## config.mk

```make
export PLATFORM = sky130hd
export DESIGN_NAME = bcd_entry_register_flat
export DESIGN_NICKNAME = d
export VERILOG_FILES = /design/src/rtl/bcd_entry_register_if.sv /design/src/rtl/bcd_entry_register.sv /design/src/flat_wrapper.sv
export SDC_FILE = /design/constraint.sdc
export NUM_CORES = 1
export LEC_CHECK = 0
export BUFFER_PORTS_ARGS = -buffer_cell sky130_fd_sc_hd__clkbuf_2
export CAP_MARGIN = 20
export CORE_UTILIZATION = 59
export CTS_BUF_LIST = sky130_fd_sc_hd__clkbuf_2
export CTS_CLUSTER_DIAMETER = 100
export DETAILED_ROUTE_END_ITERATION = 10
export GPL_ROUTABILITY_DRIVEN = 0
export PLACE_DENSITY_LB_ADDON = 0.08
export SLEW_MARGIN = 0
export SYNTH_ARGS = -nofsm -noshare
export SYNTH_HDL_FRONTEND = slang
export SYNTH_SLANG_ARGS = --single-unit
```

## constraint.sdc

```tcl
create_clock -name clk -period 3.4 [get_ports clk]
set_clock_uncertainty 0.15 [all_clocks]
set_input_delay 0.34 -clock clk [delete_from_list [all_inputs] [get_ports clk]]
set_output_delay 0.34 -clock clk [all_outputs]
set_load 0.02 [all_outputs]
```

## src/rtl/bcd_entry_register_if.sv

```systemverilog
// Keypad digit-entry bus: entry strobes from the scan-code decoder towards the
// register, and the entry / conversion results back towards the arithmetic unit.
//
// Handshake: every input is a one-cycle strobe that is sampled on the rising
// edge. There is no back-pressure; a strobe the register cannot act on is dropped.
// The register raises busy for the whole conversion. It then pulses done for
// exactly one cycle, and bin_value is valid from that cycle onward.
interface bcd_entry_register_if #(
    parameter int NUM_DIGITS = 3,
    parameter int BIN_WIDTH  = 10
);
    localparam int CNT_W = $clog2(NUM_DIGITS + 1);

    logic [3:0]              digit_val;
    logic                    digit_valid;
    logic                    backspace;
    logic                    clear;
    logic                    neg_toggle;
    logic                    convert;

    logic [4*NUM_DIGITS-1:0] bcd_value;
    logic [CNT_W-1:0]        digit_count;
    logic                    negative;
    logic                    overflow;
    logic                    busy;
    logic                    done;
    logic [BIN_WIDTH-1:0]    bin_value;
    logic [1:0]              state_dbg;

    // Keyboard decoder / test driver side
    modport master (
        output digit_val, digit_valid, backspace, clear, neg_toggle, convert,
        input  bcd_value, digit_count, negative, overflow, busy, done, bin_value,
               state_dbg
    );

    // Entry register side
    modport slave (
        input  digit_val, digit_valid, backspace, clear, neg_toggle, convert,
        output bcd_value, digit_count, negative, overflow, busy, done, bin_value,
               state_dbg
    );
endinterface

```

## src/rtl/bcd_entry_register.sv

```systemverilog
// Keypad BCD digit-entry register with backspace, sign, sticky overflow,
// leading-zero suppression and a serial BCD-to-binary converter.
// The converter takes one digit per cycle, most significant digit first.
module bcd_entry_register #(
    parameter int NUM_DIGITS = 3,
    parameter int BIN_WIDTH  = 10
) (
    input  logic               clk,
    input  logic               rst,
    bcd_entry_register_if.slave bus
);
    localparam int CNT_W = $clog2(NUM_DIGITS + 1);
    localparam int IDX_W = (NUM_DIGITS > 1) ? $clog2(NUM_DIGITS) : 1;
    localparam int BCD_W = 4 * NUM_DIGITS;
    localparam logic [CNT_W-1:0] FULL_CNT = CNT_W'(NUM_DIGITS);
    localparam logic [IDX_W-1:0] LAST_IDX = IDX_W'(NUM_DIGITS - 1);

    typedef enum logic [1:0] {
        S_IDLE = 2'd0,
        S_CONV = 2'd1,
        S_DONE = 2'd2
    } state_t;

    state_t               state, state_next;
    logic [BCD_W-1:0]     bcd_q, snap_q, bcd_shl, bcd_shr;
    logic [CNT_W-1:0]     cnt_q;
    logic                 neg_q, ovf_q, busy_q, done_q;
    logic [BIN_WIDTH-1:0] acc_q, bin_q, acc_next;
    logic [IDX_W-1:0]     idx_q;
    logic [3:0]           cur_digit;
    logic                 entry_en, digit_ok, last_step, lead_zero;

    // Shift-in / shift-out views of the entry register; a single digit has no upper part
    generate
        if (NUM_DIGITS > 1) begin : g_multi
            assign bcd_shl = {bcd_q[BCD_W-5:0], bus.digit_val};
            assign bcd_shr = {4'd0, bcd_q[BCD_W-1:4]};
        end else begin : g_single
            assign bcd_shl = bus.digit_val;
            assign bcd_shr = '0;
        end
    endgenerate

    // The entry strobes are honoured outside CONV; only clear reaches into a conversion
    assign entry_en  = (state != S_CONV);
    assign digit_ok  = bus.digit_valid && (bus.digit_val <= 4'd9);
    assign lead_zero = (cnt_q == '0) && (bus.digit_val == 4'd0);
    assign cur_digit = snap_q[{idx_q, 2'b00} +: 4];
    assign last_step = (idx_q == '0);
    // acc*10 as two shifts; the width constraint on BIN_WIDTH rules out wrap
    assign acc_next  = (acc_q << 3) + (acc_q << 1) + {{(BIN_WIDTH-4){1'b0}}, cur_digit};

    // FSM state register
    always_ff @(posedge clk or posedge rst) begin
        if (rst) state <= S_IDLE;
        else     state <= state_next;
    end

    // FSM next state: clear both blocks a start and aborts a running conversion
    always_comb begin
        state_next = state;
        case (state)
            S_IDLE:  if (bus.convert && !bus.clear) state_next = S_CONV;
            S_CONV:  if (bus.clear)                 state_next = S_IDLE;
                     else if (last_step)            state_next = S_DONE;
            S_DONE:  state_next = S_IDLE;
            default: state_next = S_IDLE;
        endcase
    end

    // Entry register: clear > backspace > digit, sign toggle alongside
    always_ff @(posedge clk or posedge rst) begin
        if (rst) begin
            bcd_q <= '0;
            cnt_q <= '0;
            neg_q <= 1'b0;
            ovf_q <= 1'b0;
        end else if (bus.clear) begin
            bcd_q <= '0;
            cnt_q <= '0;
            neg_q <= 1'b0;
            ovf_q <= 1'b0;
        end else if (entry_en) begin
            if (bus.neg_toggle) neg_q <= ~neg_q;
            if (bus.backspace) begin
                if (cnt_q != '0) begin
                    bcd_q <= bcd_shr;
                    cnt_q <= cnt_q - CNT_W'(1);
                end
            end else if (digit_ok) begin
                if (cnt_q == FULL_CNT) begin
                    ovf_q <= 1'b1;
                end else if (!lead_zero) begin
                    bcd_q <= bcd_shl;
                    cnt_q <= cnt_q + CNT_W'(1);
                end
            end
        end
    end

    // Converter datapath on a frozen snapshot, plus registered busy/done flags
    always_ff @(posedge clk or posedge rst) begin
        if (rst) begin
            snap_q <= '0;
            acc_q  <= '0;
            idx_q  <= '0;
            bin_q  <= '0;
            busy_q <= 1'b0;
            done_q <= 1'b0;
        end else begin
            busy_q <= (state_next == S_CONV);
            done_q <= (state_next == S_DONE);
            case (state)
                S_IDLE: begin
                    if (state_next == S_CONV) begin
                        snap_q <= bcd_q;
                        acc_q  <= '0;
                        idx_q  <= LAST_IDX;
                    end
                end
                S_CONV: begin
                    if (bus.clear) begin
                        bin_q <= '0;
                    end else begin
                        acc_q <= acc_next;
                        idx_q <= idx_q - IDX_W'(1);
                        if (last_step) bin_q <= acc_next;
                    end
                end
                default: ;
            endcase
        end
    end

    assign bus.bcd_value   = bcd_q;
    assign bus.digit_count = cnt_q;
    assign bus.negative    = neg_q;
    assign bus.overflow    = ovf_q;
    assign bus.busy        = busy_q;
    assign bus.done        = done_q;
    assign bus.bin_value   = bin_q;
    assign bus.state_dbg   = state;
endmodule

```

## src/flat_wrapper.sv

```systemverilog
// flat-port wrapper written by rule: the top's interface ports become plain ports
module bcd_entry_register_flat 
#(
    parameter int NUM_DIGITS = 3,
    parameter int BIN_WIDTH  = 10
)
  (clk, rst, bus_digit_val, bus_digit_valid, bus_backspace, bus_clear, bus_neg_toggle, bus_convert, bus_bcd_value, bus_digit_count, bus_negative, bus_overflow, bus_busy, bus_done, bus_bin_value, bus_state_dbg);
  bcd_entry_register_if #(.NUM_DIGITS(NUM_DIGITS), .BIN_WIDTH(BIN_WIDTH)) bus_i ();
  input  logic clk;
  input  logic rst;
  input wire logic [$bits(bus_i.digit_val)-1:0] bus_digit_val;
  input wire logic [$bits(bus_i.digit_valid)-1:0] bus_digit_valid;
  input wire logic [$bits(bus_i.backspace)-1:0] bus_backspace;
  input wire logic [$bits(bus_i.clear)-1:0] bus_clear;
  input wire logic [$bits(bus_i.neg_toggle)-1:0] bus_neg_toggle;
  input wire logic [$bits(bus_i.convert)-1:0] bus_convert;
  output wire logic [$bits(bus_i.bcd_value)-1:0] bus_bcd_value;
  output wire logic [$bits(bus_i.digit_count)-1:0] bus_digit_count;
  output wire logic [$bits(bus_i.negative)-1:0] bus_negative;
  output wire logic [$bits(bus_i.overflow)-1:0] bus_overflow;
  output wire logic [$bits(bus_i.busy)-1:0] bus_busy;
  output wire logic [$bits(bus_i.done)-1:0] bus_done;
  output wire logic [$bits(bus_i.bin_value)-1:0] bus_bin_value;
  output wire logic [$bits(bus_i.state_dbg)-1:0] bus_state_dbg;
  assign bus_i.digit_val = bus_digit_val;
  assign bus_i.digit_valid = bus_digit_valid;
  assign bus_i.backspace = bus_backspace;
  assign bus_i.clear = bus_clear;
  assign bus_i.neg_toggle = bus_neg_toggle;
  assign bus_i.convert = bus_convert;
  assign bus_bcd_value = bus_i.bcd_value;
  assign bus_digit_count = bus_i.digit_count;
  assign bus_negative = bus_i.negative;
  assign bus_overflow = bus_i.overflow;
  assign bus_busy = bus_i.busy;
  assign bus_done = bus_i.done;
  assign bus_bin_value = bus_i.bin_value;
  assign bus_state_dbg = bus_i.state_dbg;
  bcd_entry_register #(.NUM_DIGITS(NUM_DIGITS), .BIN_WIDTH(BIN_WIDTH)) u_core (.clk(clk), .rst(rst), .bus(bus_i));
endmodule
```

**Word-level counts from Yosys, hierarchy flattened**

Cells that the tools add are included.

- Add/subtract/negate cells: 5
- Magnitude comparators: 1
- Equality and inequality tests: 11
- Shifts and indexed selects: 1
- Mux-type cells: 34
- Bitwise operators: 1
- Reduce and logical (&&, ||, !) cells: 22

Operators by type and width:

| cell | count |
|---|---|
| 12-bit 2-to-1 mux | 7 |
| 2-bit 2-to-1 mux | 12 |
| 10-bit 2-to-1 mux | 2 |
| 9-bit 2-to-1 mux | 2 |
| 9-bit case mux with 2 select lines | 1 |
| 2-bit nonzero test | 7 |
| 12-bit by 5-bit indexed part select with 4-bit output | 1 |
| 10-bit adder | 1 |
| 10-bit by 4-bit adder with 10-bit output | 1 |
| 1-bit 2-to-1 mux | 8 |
| 2-bit case mux with 2 select lines | 2 |
| 2-bit zero test | 3 |
| 2-bit by 1-bit inequality test with 1-bit output, second input constant | 3 |
| 3-bit inequality test, second input constant | 2 |
| 2-bit AND reduction | 3 |
| 5-bit AND reduction | 1 |
| 2-bit by 1-bit == test with 1-bit output, second input constant | 2 |
| 2-bit == test, second input constant | 2 |
| 4-bit less-or-equal comparator, second input constant | 1 |
| 4-bit zero test | 1 |
| 4-bit AND reduction | 1 |
| 2-bit by 1-bit subtractor with 2-bit output, second input constant | 2 |
| 1-bit logical AND | 3 |
| 3-bit by 1-bit inequality test with 1-bit output, second input constant | 1 |
| 6 further kinds | 6 |

- Register bits: 53
- Bits of input ports: 11
- Output and inout bits: 30
- Word-level logic and storage cells: 86

**Logic depth before layout (Yosys ltp)**

Gate-level depths: netlist of the first run.

- Depth after elaboration: 8
- Gate-level depth with buffers: 13
- Gate-level depth less buffers: 13

**Worst setup path after synthesis of the first run**

OpenSTA, ideal clock, no wires.

- Path type: reg2reg
- Start point: register u_core.idx_q[1]
- End point: register u_core.acc_q[8]
- Library setup time: 0.129 ns
- Data arrival time: 2.539 ns
- Path slack: 0.583 ns
- Stages on the path, launching flop included: 12
- Buffers on the path: 1
- Period minus slack after synthesis: 2.817 ns
- Cell sequence: dfrtp_1 > clkbuf_1 > mux2i_1 > nor2_1 > a21oi_1 > fa_1 > fa_1 > nor2b_1 > o31a_1 > o21ai_0 > a21boi_0 > o31ai_1

- Word-level cells in the longest chain between the ends: 7

Ends and longest elaborated chain:

| item | line | source |
|---|---|---|
| start, declared | bcd_entry_register.sv:29 | `logic [IDX_W-1:0] idx_q;` |
| start signal, assigned | bcd_entry_register.sv:126 | `idx_q <= idx_q - IDX_W'(1);` |
| branches (longest 7 deep; another with 10-bit by 4-bit adder with 10-bit output) | -- |  |
| end signal, assigned | bcd_entry_register.sv:125 | `acc_q <= acc_next;` |
| end, declared | bcd_entry_register.sv:28 | `logic [BIN_WIDTH-1:0] acc_q, bin_q, acc_next;` |

Parallel ways; which one is timed is not known. The select of a mux whose other input is x is not followed.
A chain may end at the register's enable or synchronous reset.

**Final worst setup path of the first run**

- Start point: register u_core.idx_q[1]
- End point: register u_core.bin_q[8] (netlist: u_core.bus.bin_value[8])

- Word-level cells in the longest chain between the ends: 4

Ends and longest elaborated chain:

| item | line | source |
|---|---|---|
| 12-bit by 5-bit indexed part select with 4-bit output | bcd_entry_register.sv:48 | `assign cur_digit = snap_q[{idx_q, 2'b00} +: 4];` |
| 10-bit by 4-bit adder with 10-bit output | bcd_entry_register.sv:51 | `assign acc_next = (acc_q << 3) + (acc_q << 1) + {{(BIN_WIDTH-4){1'b0}}, cur_digit};` |
| 10-bit 2-to-1 mux | bcd_entry_register.sv:127 | `if (last_step) bin_q <= acc_next;` |
| 10-bit 2-to-1 mux | bcd_entry_register.sv:122 | `if (bus.clear) begin` |
| end signal, assigned | bcd_entry_register.sv:127 |  |
| end, declared | bcd_entry_register.sv:28 |  |

Several ways; a longest one is shown, not always the timed one. The select of a mux whose other input is x is not followed.

==> results of run 1 <==
-- logic make-up after synthesis --
group	count (synthesis)	share of synthesized area (%)
DFF	53	49.2
and+or+nand+nor	48	8.35
AOI/OAI and AO/OA	46	12.3
muxes	37	15.4
buffers and inverters	25	4.08
adders and majority gates	17	8.44
xor gates and xnor gates	7	2.27
-- layer usage --
metal / part of all wire (%) / track usage [%] / up-vias / wire [µm]
met2: 46 / 37.3 / 46 / 2450
met3: 3.6 / 3.92 / 13 / 196
met5: 0 / 0 / - / 0
met1: 49 / 34.4 / 928 / 2630
met4: 2.0 / 8.89 / 0 / 110
li1: - / - / 908 / -
-- power by group through the flow --
stage | Combinational [mW] | Clock (mW) | Sequential, mW
6_report | 0.590 | 0.233 | 0.842
5_1_grt | 0.656 | 0.261 | 0.861
4_1_cts | 0.593 | 0.240 | 0.842
3_5_place_dp | 0.587 | 0 | 0.854
3_3_place_gp | 0.571 | 0 | 0.848
2_1_floorplan | 0.409 | 0 | 0.874
-- cell usage after synthesis (2+ instances only) --
master	instances	area [µm²]
mux2_2	16	180
nand3_1	2	10.0
a21oi_1	8	40.0
a22o_1	14	123
xnor2_1	4	35.0
o31ai_1	2	15.0
dfrtp_1	53	1330
mux2_4	5	75.1
ha_1	15	188
mux2i_1	16	160
clkbuf_1	2	7.51
fa_1	2	40.0
o21ai_0	11	55.1
inv_1	16	60.1
buf_2	4	20.0
xor2_1	3	26.3
a31oi_1	2	12.5
nor2_1	17	63.8
nand2_1	19	71.3
-- how the worst max path moves through the flow --
stage,depth (start not counted),start,slack (ns),end
2_1_floorplan,11,u_core.idx_q[1],0.58,u_core.acc_q[8]
3_3_place_gp,10,u_core.idx_q[1],0.59,u_core.bus.bin_value[8]
3_5_place_dp,10,u_core.idx_q[1],0.48,u_core.bus.bin_value[8]
4_1_cts,10,u_core.idx_q[1],0.45,u_core.bus.bin_value[8]
5_1_grt,10,u_core.idx_q[1],0.22,u_core.bus.bin_value[8]
6_report,10,u_core.idx_q[1],0.43,u_core.bus.bin_value[8]
-- through the flow --
step / power [mW] / utilization [%] / setup slack, ns
after floorplan: 1.28 / - / 0.583
after global placement: 1.42 / 66.7 / 0.589
after detailed placement: 1.44 / 66.7 / 0.476
after CTS: 1.67 / 67.7 / 0.451
after global routing: 1.78 / 68.2 / 0.222
final: 1.67 / 68.2 / 0.432
-- state kept, by name (all words and copies together) (netlist names) --
| signal | count |
|---|---|
| u_core.bus.bcd_value | 12 |
| u_core.snap_q | 12 |
| u_core.bus.bin_value | 10 |
| u_core.acc_q | 9 |
| u_core.bus.digit_count | 2 |
| u_core.bus.state_dbg | 2 |
| u_core.idx_q | 2 |
| u_core.bus.busy | 1 |
| u_core.bus.done | 1 |
| u_core.bus.negative | 1 |
| u_core.bus.overflow | 1 |
-- tightest hold or removal path, cell delays in order --
cell and delay, ns:
clkbuf_2 0.08, nand2_1 0.06, xor2_1 0.06, nor2_1 0.08
-- area by class of cell --
class	instances	area [µm²]
clock inverters	1	3.75
clock buffers	6	30.0
multi-input cells	155	1260
fillers	352	1400
repair buffers	43	238
well taps	52	65.1
flip-flops and latches	53	1330
inverters	17	63.8
==> results.sh, run 1 <==
export IMPL_synthesis_nets=261
export IMPL_grt_pass1_wl_um=9140
export IMPL_track_usage_pct=24.1
export IMPL_setup_viol=0
export IMPL_via_per_inst=5.80
export IMPL_p_clk_share_pct=14.0
export IMPL_final_setup_tns_ns=0
export IMPL_wl_per_cell_um=16.5
export IMPL_clk_pin_slew_worst_paths_ns=0.25
export IMPL_max_stage_delay_ns=0.53
export IMPL_grt_antenna_before_repair=0
export IMPL_status="completed"
export IMPL_fin_cells=327
export IMPL_finalCritPeriodShare_pct=87.3
export IMPL_drv_slew=0
export IMPL_async_flop_share_pct=100
export IMPL_cp_common_cell="fa_1"
export IMPL_avgSynthCellArea_um2=11.6
export IMPL_min_period_ns=2.97
export IMPL_critPathBufInv=0
export IMPL_finalNetCount=303
export IMPL_finalInstanceArea_um2=2990
export IMPL_cp_required_ns=3.59
export IMPL_end_kind="flop"
export IMPL_clockBufferDepth=2
export IMPL_hold_slack_ns=0.0447
export IMPL_worst_pin_slew_ns=0.924
export IMPL_remaining_drc_errors=0
export IMPL_dpl_instance_area_um2=2920
export IMPL_peakVddDrop_uv=275
export IMPL_critPathMaxFanout=6
export IMPL_hold_depth=4
export IMPL_hold_path_endpoint="u_core.bus.negative"
export IMPL_clock_sinks=53
export IMPL_p_leak_nw=1.61
export IMPL_io_buffers=40
export IMPL_seqPwrFrac_pct=50.6
export IMPL_criticalPathCategory="reg2reg"
export IMPL_die_h_um=69.6
export IMPL_grt_overflow_total=0
export IMPL_pwr_share_comb_pct=35.4
export IMPL_postCtsSetupRepairBufs=0
export IMPL_crit_reg2reg_launch="u_core.idx_q[1]"
export IMPL_ant_nets=0
export IMPL_switching_share_pct=37.6
export IMPL_dp_cells=318
export IMPL_drv_cap=0
export IMPL_diodes=0
export IMPL_max_slew_margin_pct=38.1
export IMPL_cp_arrival_ns=3.16
export IMPL_dpl_hpwl_um=3860
export IMPL_cts_tree="built"
export IMPL_cts_buffers=5
export IMPL_core_area_um2=4380
export IMPL_syn_inst=233
export IMPL_clk_latency_ns=0.44
export IMPL_internal_power_mw=1.04
export IMPL_synth_ff_type="dfrtp_1"
export IMPL_synth_distinct_cells=41
export IMPL_cts_hold_buf=1
export IMPL_final_hold_viol_count=0
export IMPL_fmax_mhz=337
export IMPL_path_cells="mux2i_1 -> nor2_1 -> a21oi_1 -> fa_1 -> fa_1 -> nor2b_1 -> o31a_1 -> o21ai_0 -> a21boi_0 -> o31ai_1"
export IMPL_dieArea_um2=4850
export IMPL_rr_worst_depth=10
export IMPL_cpMaxStageDelayCell="dfrtp_1"
export IMPL_htreeDepth=2
export IMPL_hold_class="in2reg"
export IMPL_final_common_cell="dfrtp_1"
export IMPL_ctsResizeCount=0
export IMPL_ys_seq_elements=53
export IMPL_first_global_vias=1887
export IMPL_dr_pass1_iters=4
export IMPL_p_switching_mw=0.626
export IMPL_hp_start="bus_neg_toggle"
export IMPL_p_per_area_nw_per_um2=557
export IMPL_synth_area_um2=2700
export IMPL_cp_start_kind="flop"
export IMPL_wl_um=5390
export IMPL_r2r_end="u_core.bus.bin_value[8]"
export IMPL_drive_gt1_share_pct=27.3
export IMPL_final_cell_mix="dfrtp_1, clkbuf_2, nand2_1"
export IMPL_yosysWarnings=0
export IMPL_dr_first_iter_drc_count=119
export IMPL_initial_utilization_pct=61.5
export IMPL_grt_max_degree=54
export IMPL_num_rows=24
export IMPL_synthToLayoutAreaGrowth_pct=10.8
export IMPL_die_w_um=69.6
export IMPL_ios=41
export IMPL_vias=1895
export IMPL_cts_root_buf="clkbuf_2"
export IMPL_rsz0062_at_grt="false"
export IMPL_ys_seq_area_share_pct=49.2
export IMPL_ff2ff_setup_slack_ns=0.43
export IMPL_crit_family="adder cells"
export IMPL_synth_edf_count=0
(Power assumes the default switching activity.)
==> run 2, diff against run 1 <==
CORE_UTILIZATION = 25   (was 59)
==> run 2 against run 1 <==
Compared with the run above:
- clock power up 20%
- combinational power rose by 2%
- power increased by 3.9%
==> results.sh, run 2 (same netlist as run 1, synthesis figures left out) <==
export IMPL_finalInstanceArea_um2=3130
export IMPL_critPathMaxFanout=6
export IMPL_setup_viol=0
export IMPL_ant_nets=0
export IMPL_max_stage_delay_ns=0.58
export IMPL_cts_root_buf="clkbuf_2"
export IMPL_criticalPathCategory="reg2reg"
export IMPL_dr_first_iter_drc_count=60
export IMPL_p_leak_nw=1.63
export IMPL_r2r_end="u_core.acc_q[8]"
export IMPL_ios=41
export IMPL_peakVddDrop_uv=172
export IMPL_synthToLayoutAreaGrowth_pct=16.0
export IMPL_cp_required_ns=3.61
export IMPL_cp_start_kind="flop"
export IMPL_rr_worst_depth=10
export IMPL_regArea_um2=1330
export IMPL_grt_antenna_before_repair=0
export IMPL_remaining_drc_errors=0
export IMPL_multiInputGateArea_um2=1260
export IMPL_via_per_inst=4.53
export IMPL_fin_util_pct=30.2
export IMPL_clk_pin_slew_worst_paths_ns=0.31
export IMPL_fmax_mhz=326
export IMPL_finalNetCount=307
export IMPL_postCtsSetupRepairBufs=0
export IMPL_first_global_vias=1963
export IMPL_status="completed"
export IMPL_final_hold_viol_count=0
export IMPL_cts_tree="built"
export IMPL_final_cell_mix="dfrtp_1, clkbuf_2, nand2_1"
export IMPL_diodes=0
export IMPL_initial_utilization_pct=26.0
export IMPL_end_kind="flop"
export IMPL_cts_buffers=5
export IMPL_worst_pin_slew_ns=0.613
export IMPL_drv_slew=0
export IMPL_hold_class="in2reg"
export IMPL_core_area_um2=10400
export IMPL_hp_start="bus_digit_valid"
export IMPL_vias=1885
export IMPL_cp_common_cell="fa_1"
export IMPL_dp_cells=406
export IMPL_dieArea_um2=11200
export IMPL_finalCritPeriodShare_pct=90.3
export IMPL_dpl_instance_area_um2=3060
export IMPL_critPathBufInv=0
export IMPL_wl_um=6320
export IMPL_min_period_ns=3.07
export IMPL_hold_path_endpoint="u_core.bus.overflow"
export IMPL_wl_per_cell_um=15.2
export IMPL_die_w_um=106
export IMPL_die_h_um=106
export IMPL_track_usage_pct=12.1
export IMPL_hold_depth=5
export IMPL_dpl_hpwl_um=4570
export IMPL_drv_cap=0
export IMPL_io_buffers=40
export IMPL_final_common_cell="dfrtp_1"
export IMPL_p_per_area_nw_per_um2=553
export IMPL_grt_max_degree=36
export IMPL_clk_latency_ns=0.45
export IMPL_crit_reg2reg_launch="u_core.idx_q[1]"
export IMPL_n_fill_cell=1122
export IMPL_dr_pass1_iters=4
export IMPL_clockBufferDepth=2
export IMPL_cpMaxStageDelayCell="dfrtp_1"
export IMPL_clock_sinks=53
export IMPL_ff2ff_setup_slack_ns=0.33
export IMPL_rsz0062_at_grt="false"
export IMPL_cp_arrival_ns=3.28
export IMPL_max_slew_margin_pct=59.0
export IMPL_fin_cells=416
export IMPL_crit_family="adder cells"
export IMPL_path_cells="mux2i_1 -> nor2_1 -> a21oi_1 -> fa_1 -> fa_1 -> nor2b_1 -> o31a_1 -> o21ai_0 -> a21boi_0 -> o31ai_1"
export IMPL_grt_pass1_wl_um=10500
export IMPL_final_setup_tns_ns=0
export IMPL_htreeDepth=2
export IMPL_grt_overflow_total=0
export IMPL_num_rows=37
export IMPL_drive_gt1_share_pct=28.6
run 2: metrics by stage:
stage          hold WS, ns  power (mW)  worst slack (ns)
3_3_place_gp         0.206        1.47             0.540
4_1_cts             0.0541        1.77             0.341
6_report            0.0906        1.73             0.329
5_1_grt             0.0722        1.87            0.0580
3_5_place_dp         0.199        1.47             0.386
2_1_floorplan        0.320        1.28             0.583
run 2: per-layer routing:
| layer | GRT usage [%] | wire [µm] |
|---|---|---|
| met5 | 0 | 0 |
| met4 | 2.98 | 73 |
| met3 | 2.35 | 167 |
| met2 | 18.5 | 2780 |
| met1 | 17.4 | 3300 |
run 2: timing repair:
action / in CTS / in global routing
gates resized for setup: 0 / 0
endpoints found under the hold margin: 19 / 0
hold buffers: 2 / 0
run 2: worst max path at each step:
| stage | depth (start not counted) | slack (ns) | startpoint | endpoint |
|---|---|---|---|---|
| 6_report | 10 | 0.33 | u_core.idx_q[1] | u_core.acc_q[8] |
| 5_1_grt | 10 | 0.06 | u_core.idx_q[1] | u_core.bus.bin_value[8] |
| 4_1_cts | 10 | 0.34 | u_core.idx_q[1] | u_core.acc_q[8] |
| 3_5_place_dp | 10 | 0.39 | u_core.idx_q[1] | u_core.acc_q[8] |
| 3_3_place_gp | 10 | 0.54 | u_core.idx_q[1] | u_core.acc_q[8] |
| 2_1_floorplan | 11 | 0.58 | u_core.idx_q[1] | u_core.acc_q[8] |
run 2: worst min-delay path: stages:
cell	delay, ns
clkbuf_2	0.08
nand2_1	0.08
nor4b_1	0.07
nor2_1	0.08
nor2_1	0.04
run 2: report_power, final:
part | total (mW) | internal (mW) | switching [mW] | leakage, nW
Combinational | 0.604 | 0.264 | 0.340 | 0.874
Clock | 0.280 | 0.0553 | 0.224 | 0.0296
Sequential | 0.846 | 0.735 | 0.111 | 0.722
Total | 1.73 | 1.05 | 0.676 | 1.63
run 2: cell type report:
cell class | count | share of cell area, %
Multi-Input combinational cell | 155 | 40.3
Sequential cell | 53 | 42.4
Inverter | 17 | 2.04
Timing Repair Buffer | 47 | 8.24
Tap cell | 136 | 5.44
Clock buffer | 5 | 0.800
Clock inverter | 3 | 0.800
